<file path="src/rtl/btn_debounce.sv">
// Push-button conditioner: per-channel 2-flop synchroniser, STABLE/PENDING debounce FSM, rise/fall strobes.
// Optional press-toggled latch per channel enabled by `define BTN_DEBOUNCE_TOGGLE_EN.
module btn_debounce #(
    parameter int N_BTN           = 3,
    parameter int DEBOUNCE_CYCLES = 12000
) (
    input  logic             CLK,
    input  logic             RST_N,
    input  logic [N_BTN-1:0] btn_raw,
    output logic [N_BTN-1:0] btn_level,
    output logic [N_BTN-1:0] btn_rise,
    output logic [N_BTN-1:0] btn_fall,
    output logic [N_BTN-1:0] btn_toggle
);

    localparam int CNT_W = $clog2(DEBOUNCE_CYCLES);
    localparam logic [CNT_W-1:0] CNT_MAX = CNT_W'(DEBOUNCE_CYCLES - 1);

    typedef enum logic {
        STABLE  = 1'b0,
        PENDING = 1'b1
    } state_t;

    for (genvar g = 0; g < N_BTN; g++) begin : g_ch
        logic             r_s1;
        logic             r_s2;
        logic             r_level;
        logic             r_rise;
        logic             r_fall;
        logic [CNT_W-1:0] r_cnt;
        state_t           r_state;

        always_ff @(posedge CLK or negedge RST_N) begin
            if (!RST_N) begin
                r_s1    <= 1'b0;
                r_s2    <= 1'b0;
                r_level <= 1'b0;
                r_rise  <= 1'b0;
                r_fall  <= 1'b0;
                r_cnt   <= '0;
                r_state <= STABLE;
            end else begin
                r_s1   <= btn_raw[g];
                r_s2   <= r_s1;
                r_rise <= 1'b0;
                r_fall <= 1'b0;
                case (r_state)
                    STABLE: begin
                        if (r_s2 != r_level) begin
                            r_state <= PENDING;
                            r_cnt   <= CNT_W'(1);
                        end else begin
                            r_cnt <= '0;
                        end
                    end
                    PENDING: begin
                        if (r_s2 == r_level) begin
                            r_state <= STABLE;
                            r_cnt   <= '0;
                        end else if (r_cnt == CNT_MAX) begin
                            // Change accepted: flip level and emit the matching one-cycle strobe.
                            r_level <= ~r_level;
                            r_rise  <= ~r_level;
                            r_fall  <= r_level;
                            r_cnt   <= '0;
                            r_state <= STABLE;
                        end else begin
                            r_cnt <= r_cnt + 1'b1;
                        end
                    end
                    default: begin
                        r_state <= STABLE;
                        r_cnt   <= '0;
                    end
                endcase
            end
        end

        assign btn_level[g] = r_level;
        assign btn_rise[g]  = r_rise;
        assign btn_fall[g]  = r_fall;

`ifdef BTN_DEBOUNCE_TOGGLE_EN
        logic r_toggle;

        // Flips on the same edge that loads r_rise, so both become visible together.
        always_ff @(posedge CLK or negedge RST_N) begin
            if (!RST_N) begin
                r_toggle <= 1'b0;
            end else if (r_state == PENDING && r_s2 != r_level && r_cnt == CNT_MAX && !r_level) begin
                r_toggle <= ~r_toggle;
            end
        end

        assign btn_toggle[g] = r_toggle;
`else
        assign btn_toggle[g] = 1'b0;
`endif
    end

endmodule

</file>
<file path="config.mk">
export PLATFORM = sky130hd
export DESIGN_NAME = btn_debounce
export DESIGN_NICKNAME = d
export VERILOG_FILES = /design/src/rtl/btn_debounce.sv
export SDC_FILE = /design/constraint.sdc
export NUM_CORES = 1
export LEC_CHECK = 0
export CORE_ASPECT_RATIO = 1.5
export CORE_MARGIN = 10
export CORE_UTILIZATION = 25
export CTS_BUF_LIST = sky130_fd_sc_hd__clkbuf_16
export CTS_CLUSTER_DIAMETER = 30
export DETAILED_ROUTE_END_ITERATION = 10
export HOLD_SLACK_MARGIN = 0.08
export PLACE_DENSITY_LB_ADDON = 0.15
export SYNTH_ARGS = -nofsm -noshare
export SYNTH_HDL_FRONTEND = slang
export SYNTH_SLANG_ARGS = --single-unit
</file>
<file path="constraint.sdc">
create_clock -name CLK -period 2.15 [get_ports CLK]
set_clock_uncertainty 0.15 [all_clocks]
set_input_delay 0.5375 -clock CLK [delete_from_list [all_inputs] [get_ports CLK]]
set_output_delay 0.5375 -clock CLK [all_outputs]
set_load 0.02 [all_outputs]
</file>
# Yosys cells after proc, flatten, opt, wreduce, memory -nomap -nowiden
# Index checks and enable logic that the tools add are counted.
# totals
ff_bits,60
input_bits,5
word_cells,87
out_inout_bits,12
# op_classes
n_bitwise,9
mux,42
eq_ne,9
n_reduce_logical,3
addsub,3
# ops
operator,n
$mux 14,6
$pmux 14 s2,3
$add 14x1->14 const B,3
$eq 14x14->1 const B,3
$mux 1,30
$not 1->1,9
$reduce_and 3->1,3
$pmux 1 s2,3
$eq 1x1->1,3
$ne 1x1->1,3

# Depth between registers and ports, before layout
# depth
word_depth,4
ltp_mapped,6

# Least setup slack after synthesis
# Ideal clock, no wire load.
# synth_path
path_kind,reg-to-reg
from,register g_ch[1].r_cnt[5]
to,register g_ch[1].r_cnt[5]
stages_incl_launch_ff,6
required_ns,1.881
t_arrival_ns,1.713
period_less_slack_ns,1.981
slack_ns,0.169
path_cell_list,dfrtp_1 or4b_1 or4_4 nand2b_4 buf_6 nor2_1
# synth_between
elab_chain_cells,4
# synth_lines
item,line,source
from (decl),30,logic [CNT_W-1:0] r_cnt;
from (signal assigned),68,r_cnt <= r_cnt + 1'b1;
$add 14x1->14 or $eq 14x14->1 (tied branches),"68, 60",
$mux 14 *,60,end else if (r_cnt == CNT_MAX) begin
$mux 14 *,57,if (r_s2 == r_level) begin
$pmux 14 s2 *,47,case (r_state)
# Every way passes the cells marked *; elsewhere a longest branch is shown, timed or not.
# A chain may end at the register's enable or synchronous reset.

# Worst setup path after layout
# layout_path
from,register g_ch[0].r_level
to,output btn_level[0]
# layout_rtl
item,line,source
from (decl),27,logic r_level;
from (signal assigned),62,r_level <= ~r_level;
to (decl),10,"output logic [N_BTN-1:0] btn_level,"
# No word-level cell between the ends.

==> summary.txt <==
Cells and area
  – # diodes: 0
  – FF/Latch Area: 1500 µm²
  – Fin nets: approximately 290
  – Layout cells sized above 1: 10.3%
  – Util after Layout: 30.3%
  – Area of the multi-input gates: roughly 1100 µm²
  – Area Growth Syn to Fin: 19.7%
  – Fillers: 1186

Floorplanning
  – Rows: 47
  – Num ports: 17
  – Die area: 15800 µm²
  – CORE AREA: ~11000 µm²
  – Die height: 149 µm
  – Die width: 106 µm
  – Initial Util: ~25%

Setup path
  – Largest stage delay on the critical path: 0.64 ns
  – Crit path max-delay family: buffers and inverters
  – CP required: 1.46 ns
  – Setup Crit Path Kind: reg -> out
  – CP max stage cell: clkdlybuf4s50_1
  – Cells along the critical path: clkdlybuf4s50_1
  – Critical Path Sink Type: primary output
  – CP Max Fanout: 5
  – CP Buf/Inv Count: 1
  – Startpoint Class: flop
  – CP arrival: around 1.4 ns

CTS
  – Clk_lat worst skew: 0.33 ns
  – CTS Buf Count: 9
  – CTS sink cnt: 60
  – Clock transition at path regs: 0.05 ns
  – H-tree Lvls: 3
  – Clock Tree Root: clkbuf_16
  – Clk buf depth: 2
  – CTS tree: built

Global route
  – Antenna violations before repair: 0
  – Largest net degree at the start of global routing: 21
  – Vias in the first global route: 1927
  – Total grt overflow: 0
  – First-pass GRT wire length: 9350 µm
  – Tot GR Track Use: 7.42%

Drt
  – First-pass detailed-route iteration total: 4
  – Via count: 1809
  – Drt wl/cell: 12.2 µm
  – Detailed Route WL: 5220 µm
  – Via-to-Cell Ratio: 4.23
  – DRC violations left: 0
  – 1st-iter DRT viols: 63
  – Post-DRT Antenna Nets: 0

STA
  – Min Clock Period, post-route: ~2.1 ns
  – Fin. max-slew vios: 0
  – Final worst setup slack: about 0.077 ns
  – Fin crit share: 96.4%
  – Final Hold Fails: 0
  – Final setup violation count: 0
  – Max Fclk: 0.482 GHz
  – Setup TNS: 0 ns
  – Hold slack final: 0.192 ns
  – RSZ-0062 raised after global routing: false

Logic synthesis
  – Post-synth EDFFs: 0
  – Distinct cells, synth: 32
  – Dominant cells by area after synthesis: dfrtp_1 54%, xor2_1 9.8%, nor2_1 5.7%
  – Cell area after synthesis: 2770 µm²
  – Syn avg cell area: between 10 and 15 µm²
  – Total of warnings raised by yosys: 0
  – Cell with the most instances after synthesis: dfrtp_1
  – Post-synth top flop: dfrtp_1
  – Seq/Total Area, Yosys: 54.3%
  – Synth top area share: 54.3%
  – Synth area leader: dfrtp_1
  – Synth Instances: 258
  – Fraction of synthesis flops using an asynchronous set or reset pin: 100%
  – Top cells by count, synth: 60 x dfrtp_1, 42 x nor2_1, 31 x xor2_1, 19 x nand3_1, 15 x nand4_1
  – Yosys reg bits: 60

Power
  – P_sw: 0.000614 W
  – Power Total: 0.00259 W
  – Leakage power: 1.45 nW
  – PD cells: between 700 and 800 nW/µm²
  – Switching share of power: roughly a quarter
  – Sequential power share: 45.6%
  – P_int: 0.00198 W
  – Combinational power share: under 10%
  – Clock power frac: 48.8%
  – Max VDD drop: 0.311 mV

Placement
  – Pre-CTS setup slack: between 0.07 and 0.08 ns
  – Final RePlAce weighted congestion: 0.745
  – Post-detail-place hpwl: 3660 µm
  – Port bufs: 13

Worst hold path
  – Hold crit path type: reg -> reg

Run
  – Max Cap Violations: 0

Status
  – Status: completed
final cells by class:
class / count / area share (%)
multi-input combinational: 179 / 34.3
timing repair buffer: 23 / 6.58
tap: 147 / 5.56
clock buffer: 9 / 6.80
inverter: 3 / 0.340
sequential: 60 / 45.4
clock inverter: 7 / 1.06
registers in the layout, indices dropped and copies added, names as in the netlist:
signal and flops:
g_ch.r_s1 3, g_ch.r_fall 3, g_ch.r_level 3, g_ch.r_state 3, g_ch.r_s2 3, g_ch.r_rise 3
g_ch.r_cnt 42
metrics by stage:
step,instances,area (µm²)
4_1_cts,427,3300
6_report,428,3310
3_3_place_gp,410,3030
2_1_floorplan,260,2770
5_1_grt,428,3310
3_5_place_dp,410,3030
path summary, 6_finish.rpt:
kind	startpoint	end	slack, ns	depth (start not counted)
setup reg to reg	g_ch[1].r_cnt[5]	g_ch[1].r_state	0.08	4
min in group asynchronous	RST_N	g_ch[1].r_fall	0.56	2
hold reg to reg	g_ch[2].r_s1	g_ch[2].r_s2	0.19	0
hold / removal	g_ch[2].r_s1	g_ch[2].r_s2	0.19	0
setup / recovery	g_ch[0].r_level	btn_level[0]	0.08	1
max in group asynchronous	RST_N	g_ch[2].r_s1	0.68	3
placed cells by master, fill, tap and decap left out, drive strengths merged, types with 5 or more instances in the layout:
cell and instances:
clkinv 5, nand4 15, nand2 7, and4 6, clkbuf 9, xnor2 11
and2 9, nand3 19, clkdlybuf4s50 11, nor2 43, nand2b 6, dfrtp 60
buf 10, ha 6, xor2 31
power by group through the flow:
stage,clock (W),sequential (W),combinational (W)
final,0.00126,0.00118,0.000145
after detailed placement,0,0.00120,0.000146
after global routing,0.00136,0.00118,0.000167
after floorplan,0,0.00120,0.0000823
after global placement,0,0.00120,0.000147
after CTS,0.00131,0.00118,0.000149
cell families after synthesis:
kind of cell	Yosys count	share of synthesized area, %
other	1	0.136
AND/OR/NAND/NOR	122	23.4
buffers and inverters	21	4.93
XOR/XNOR	42	13.3
flip-flops	60	54.3
AO/OA/AOI/OAI	6	1.22
adder cells (fa/ha/maj)	6	2.71
routing by layer:
layer	vias to the layer above	GRT usage, %	part of all wire (%)
li1	892	-	-
met1	896	7.93	42
met2	17	12.2	53
met3	4	2.60	2.7
met4	0	4.69	1.9
met5	-	0	0
timing repair:
item                                   in CTS  in global routing
setup buffers                               0                  1
gates resized for setup                     0                  1
setup endpoints to repair                   0                  4
endpoints found under the hold margin      17                  0
hold buffers                                1                  0
Note: power is estimated with default switching activity, not from simulation.
